===== config.mk =====
export PLATFORM = sky130hd
export DESIGN_NAME = wbxbc_rr_arbiter
export DESIGN_NICKNAME = d
export VERILOG_FILES = /design/src/rtl/wbxbc_arb_pkg.sv /design/src/rtl/wbxbc_rr_prio.sv /design/src/rtl/wbxbc_rr_arbiter.sv
export SDC_FILE = /design/constraint.sdc
export NUM_CORES = 1
export LEC_CHECK = 0
export BUFFER_PORTS_ARGS = -buffer_cell sky130_fd_sc_hd__buf_4
export CAP_MARGIN = 20
export CELL_PAD_IN_SITES_DETAIL_PLACEMENT = 0
export CELL_PAD_IN_SITES_GLOBAL_PLACEMENT = 1
export CORE_UTILIZATION = 19
export CTS_CLUSTER_DIAMETER = 60
export DETAILED_ROUTE_END_ITERATION = 10
export PLACE_DENSITY = 0.89
export SYNTH_ARGS = -nofsm -noshare
export SYNTH_HDL_FRONTEND = slang
export SYNTH_HIERARCHICAL = 1
export SYNTH_SLANG_ARGS = --single-unit
export TNS_END_PERCENT = 10

===== constraint.sdc =====
create_clock -name clk_i -period 2.6 [get_ports clk_i]
set_input_delay 0.52 -clock clk_i [delete_from_list [all_inputs] [get_ports clk_i]]
set_output_delay 0.52 -clock clk_i [all_outputs]
set_load 0.01 [all_outputs]

===== src/rtl/wbxbc_arb_pkg.sv =====
// Shared sizing helpers and types for the Wishbone crossbar round-robin arbiter.
package wbxbc_arb_pkg;

  localparam int unsigned MAX_N = 16;

  // Fixed-width working request vector; narrower arbiters zero-pad into it.
  typedef logic [MAX_N-1:0] req_vec_t;

  function automatic int unsigned idx_width(input int unsigned n);
    return (n < 2) ? 1 : $clog2(n);
  endfunction

endpackage


===== src/rtl/wbxbc_rr_prio.sv =====
// Round-robin priority pick: first requester after 'last' in ascending order with wrap.
module wbxbc_rr_prio
  import wbxbc_arb_pkg::*;
#(
  parameter int N  = 4,
  parameter int IW = idx_width(N)
) (
  input  logic [N-1:0]  req,
  input  logic [IW-1:0] last,
  output logic [N-1:0]  pick,
  output logic [IW-1:0] pick_idx,
  output logic          any
);

  req_vec_t   req_pad;
  req_vec_t   pick_pad;
  logic [3:0] pos;
  logic       found;

  // Offsets 1..N visit last+1 first and the previous owner last.
  always_comb begin
    req_pad         = '0;
    req_pad[N-1:0]  = req;
    pick_pad        = '0;
    pick_idx        = '0;
    pos             = '0;
    found           = 1'b0;
    for (int off = 1; off <= N; off++) begin
      pos = 4'((int'(last) + off) % N);
      if (!found && req_pad[pos]) begin
        found         = 1'b1;
        pick_pad[pos] = 1'b1;
        pick_idx      = IW'(pos);
      end
    end
  end

  assign pick = pick_pad[N-1:0];
  assign any  = |req;

endmodule


===== src/rtl/wbxbc_rr_arbiter.sv =====
// Round-robin Wishbone pipelined target-port arbiter with LOCK; grant is registered,
// the datapath is muxed combinationally on that grant.
module wbxbc_rr_arbiter
  import wbxbc_arb_pkg::*;
#(
  parameter int N         = 4,
  parameter int ADR_WIDTH = 16,
  parameter int DAT_WIDTH = 16,
  parameter int SEL_WIDTH = 2
) (
  input  logic                   clk_i,
  input  logic                   sync_rst_i,
  input  logic [N-1:0]           itr_cyc_i,
  input  logic [N-1:0]           itr_stb_i,
  input  logic [N-1:0]           itr_we_i,
  input  logic [N-1:0]           itr_lock_i,
  input  logic [N*ADR_WIDTH-1:0] itr_adr_i,
  input  logic [N*DAT_WIDTH-1:0] itr_dat_i,
  input  logic [N*SEL_WIDTH-1:0] itr_sel_i,
  output logic [N-1:0]           itr_ack_o,
  output logic [N-1:0]           itr_err_o,
  output logic [N-1:0]           itr_rty_o,
  output logic [N-1:0]           itr_stall_o,
  output logic [DAT_WIDTH-1:0]   itr_dat_o,
  output logic                   tgt_cyc_o,
  output logic                   tgt_stb_o,
  output logic                   tgt_we_o,
  output logic                   tgt_lock_o,
  output logic [ADR_WIDTH-1:0]   tgt_adr_o,
  output logic [DAT_WIDTH-1:0]   tgt_dat_o,
  output logic [SEL_WIDTH-1:0]   tgt_sel_o,
  input  logic                   tgt_ack_i,
  input  logic                   tgt_err_i,
  input  logic                   tgt_rty_i,
  input  logic                   tgt_stall_i,
  input  logic [DAT_WIDTH-1:0]   tgt_dat_i,
  output logic [N-1:0]           gnt_o
);

  localparam int IW = idx_width(N);

  logic [N-1:0]  gnt_reg;
  logic [IW-1:0] last_reg;
  logic [N-1:0]  pick;
  logic [IW-1:0] pick_idx;
  logic          any;
  logic          hold;

  wbxbc_rr_prio #(.N(N), .IW(IW)) u_prio (
    .req      (itr_cyc_i),
    .last     (last_reg),
    .pick     (pick),
    .pick_idx (pick_idx),
    .any      (any)
  );

  // LOCK alone keeps the tenure, so a locked owner can re-raise CYC without arbitration.
  assign hold = |(gnt_reg & (itr_cyc_i | itr_lock_i));

  always_ff @(posedge clk_i) begin
    if (sync_rst_i) begin
      gnt_reg  <= '0;
      last_reg <= IW'(N - 1);
    end else if (!hold) begin
      gnt_reg <= pick;
      if (any) begin
        last_reg <= pick_idx;
      end
    end
  end

  assign gnt_o = gnt_reg;

  assign tgt_cyc_o  = ~sync_rst_i & (|(gnt_reg & itr_cyc_i));
  assign tgt_stb_o  = ~sync_rst_i & (|(gnt_reg & itr_stb_i));
  assign tgt_lock_o = ~sync_rst_i & (|(gnt_reg & itr_lock_i));

  // One-hot grant makes an OR of masked slices a mux; idle yields all zeros.
  always_comb begin
    tgt_we_o  = 1'b0;
    tgt_adr_o = '0;
    tgt_dat_o = '0;
    tgt_sel_o = '0;
    for (int k = 0; k < N; k++) begin
      if (gnt_reg[k]) begin
        tgt_we_o  = tgt_we_o  | itr_we_i[k];
        tgt_adr_o = tgt_adr_o | itr_adr_i[k*ADR_WIDTH +: ADR_WIDTH];
        tgt_dat_o = tgt_dat_o | itr_dat_i[k*DAT_WIDTH +: DAT_WIDTH];
        tgt_sel_o = tgt_sel_o | itr_sel_i[k*SEL_WIDTH +: SEL_WIDTH];
      end
    end
  end

  assign itr_ack_o   = sync_rst_i ? '0 : (gnt_reg & {N{tgt_ack_i}});
  assign itr_err_o   = sync_rst_i ? '0 : (gnt_reg & {N{tgt_err_i}});
  assign itr_rty_o   = sync_rst_i ? '0 : (gnt_reg & {N{tgt_rty_i}});
  assign itr_stall_o = ~gnt_reg | (gnt_reg & {N{tgt_stall_i}});
  assign itr_dat_o   = tgt_dat_i;

endmodule


==> metrics.md <==
| Metric | Value |
|---|---|
| Final setup TNS | 0 ns |
| Final Setup Violations | 0 |
| Placed Area | 3550 µm² |
| Synth Cell Area | 1920 µm² |
| Residual DRC | 0 |
| Cell Rows | 36 |
| Final Cycle Share | 85.1% |
| Cell count after placement | 598 |
| DRT iter0 DRCs | 91 |
| Final net count | 652 |
| Final WL | 10,100 µm |
| Antenna viol nets, final | 0 |
| Ys Warns | 6 |
| CTS Buf Count | 3 |
| Worst Path Class, Setup | reg -> reg |
| CP endpoint kind | flop |
| Vias | 2,926 |
| First-pass GRT wire length | 13,100 µm |
| Unrepaired setup endpoints after global routing | false |
| Die area | 10,500 µm² |
| Vias in the first global route | 2,516 |
| H-tree levels | 1 |
| CTS resizes | 0 |
| Pwr per Cell Area | 685 nW/µm² |
| Max reg flops | 4 |
| R2r setup slk | 0.39 ns |
| Chip width | 103 µm |
| Arr. time, crit path | 2.39 ns |
| Post-synth top area cell | a22oi_1 |
| Max Cap Viol | 0 |
| # hold bufs at CTS | 0 |
| Clk slew on worst S/H paths | 0.04 ns |
| Worst hold path stage count | 2 |
| Clock Latency Late Sink | 0.23 ns |
| Final instance area | 3590 µm² |
| Final Skew | 0.00363 ns |
| Layout cells sized above 1 | 50.9% |
| Pleak | 0.00183 µW |
| Area growth syn-to-layout | 87.0% |
| Largest cells by area after synthesis | a22oi_1 (30%), nand2_1 (8.8%), buf_4 (7.0%) |
| Clock Tree Buf Depth | 2 |
| Register bit total from synthesis | 6 |
| Slew Limit Fails | 0 |
| Vias per inst | 4.87 |
| Syn nets | 462 |
| Seq/Total Area, Yosys | 6.25% |
| VDD IR max | 0.000542 V |
| Initial Util | 19.6% |
| Slew @ Worst Pin | 0.537 ns |
| FF-to-FF End | last_reg[0] |
| Pin count of the biggest net entering global routing | 42 |
| Core Box Area | 9770 µm² |
| WL/cell | 16.7 µm |
| Clock Sinks | 6 |
| Setup Fix Bufs, Post-CTS | 0 |
| Hold WC Path Type | in -> reg |
| Post-synthesis cell count | 280 |
| Reg2reg start | last_reg[1] |
| Final Non-Filler Cells | 601 |
| Leading cell type in the layout, fill and taps excluded | buf_4 |
| Gpl congestion | 0.955 |
| Post-route minimum period | 2.21 ns |
| Total gr overflow | 0 |
| Area share of the largest cell type after synthesis | 29.7% |
| Relative max-transition margin | 63.5% |
| Synth cell types | 36 |
| Final Hold Fails | 0 |
| ANT cells | 0 |
| Final Util | 36.8% |
| Mapped Avg Cell Area | 6.86 µm² |
| Die Y | 103 µm |
| TritonCTS clock tree | built |
| Critical Path RT | 2.78 ns |
| Worst-case reg-to-reg path depth | 9 |
| Final HPWL DP | 8150 µm |
| Status | complete, no violations |
| Initial antenna violation count | 0 |
| Port Buffer Count | 215 |
| Hold Crit Start | sync_rst_i |
| Root buffer cell | clkbuf_8 |
| DR pass1 iterations | 4 |
| F_max | 452 MHz |
| IO Pins | 248 |
| Type of origin of the critical path | flop |
| Most frequent cells in the layout | buf_4 (223), a22oi_1 (76), nand2_1 (45) |
| Fin Hold WS | 0.572 ns |
| Max FO, Critical Path | 13 |
| Worst Hold Endpoint | gnt_o[0] |
| Total Routing Usage GR | 16.2% |
[cell type report]
type / count / area [µm²]
multi-input cells: 232 / 1560
flip-flops and latches: 6 / 120
inverters: 3 / 11.3
clock buffers: 3 / 41.3
fillers: 1009 / 6180
well taps: 133 / 166
repair buffers: 224 / 1690
[worst max-delay path, cell delays in order, from the launching register on]
cell     delay (ns)
dfxtp_1        0.32
inv_1          0.15
ha_1           0.64
mux2_2         0.39
nand2_1        0.10
o21ai_0        0.09
a31oi_1        0.17
nand2_1        0.06
nor3_1         0.12
a211o_1        0.11
[cell families after synthesis]
logic type | Yosys count | share of synthesized area [%]
AOI/OAI and AO/OA | 109 | 41.6
adders and majority gates | 8 | 5.21
and+or+nand+nor | 106 | 27.0
muxes | 9 | 7.30
buffers and inverters | 42 | 12.6
DFF | 6 | 6.25
[how the worst max path moves through the flow]
stage	startpoint	end	slack (ns)	depth (start not counted)
2_1_floorplan	last_reg[0]	last_reg[0]	0.33	11
3_3_place_gp	last_reg[1]	last_reg[0]	0.49	9
3_5_place_dp	last_reg[1]	last_reg[0]	0.45	9
4_1_cts	last_reg[1]	last_reg[0]	0.43	9
5_1_grt	last_reg[1]	last_reg[0]	0.20	9
6_report	last_reg[1]	last_reg[0]	0.39	9
[per-layer routing]
layer | vias to the layer above | routed length, µm | GRT usage [%]
met2 | 168 | 5010 | 28.5
met1 | 1327 | 4030 | 20.9
met5 | - | 0 | 0
met3 | 10 | 983 | 3.12
li1 | 1421 | - | -
met4 | 0 | 38 | 1.87
[power by group]
part | leakage, µW | internal (µW) | switching, µW
clock | 0.0000216 | 99.8 | 44.7
sequential | 0.0000496 | 123 | 34.5
combinational | 0.00176 | 1030 | 1130
[through the flow]
step                total power, µW  setup WS [ns]
CTS                            2470          0.427
global placement               2300          0.490
detailed placement             2310          0.445
finish                         2460          0.386
floorplan                      1430          0.335
global route                   2660          0.202
[cell usage after synthesis, drive strengths merged]
| library cell | n |
|---|---|
| a22oi | 76 |
| nand2 | 45 |
| buf | 32 |
| and2 | 14 |
| nor2 | 12 |
| and3 | 8 |
| ha | 8 |
| nand2b | 8 |
| clkbuf | 7 |
| o21ai | 7 |
| a21oi | 6 |
| dfxtp | 6 |
| nand3 | 6 |
| nor2b | 6 |
| o22ai | 6 |
| mux2i | 5 |
| a2111oi | 4 |
| mux2 | 4 |
| o2bb2ai | 4 |
| inv | 3 |
| nor3 | 3 |
| a211o | 2 |
| a211oi | 2 |
| nand4 | 2 |
| a31oi | 1 |
| and3b | 1 |
| nor3b | 1 |
| o211ai | 1 |
Note: power is estimated with default switching activity, not from simulation.
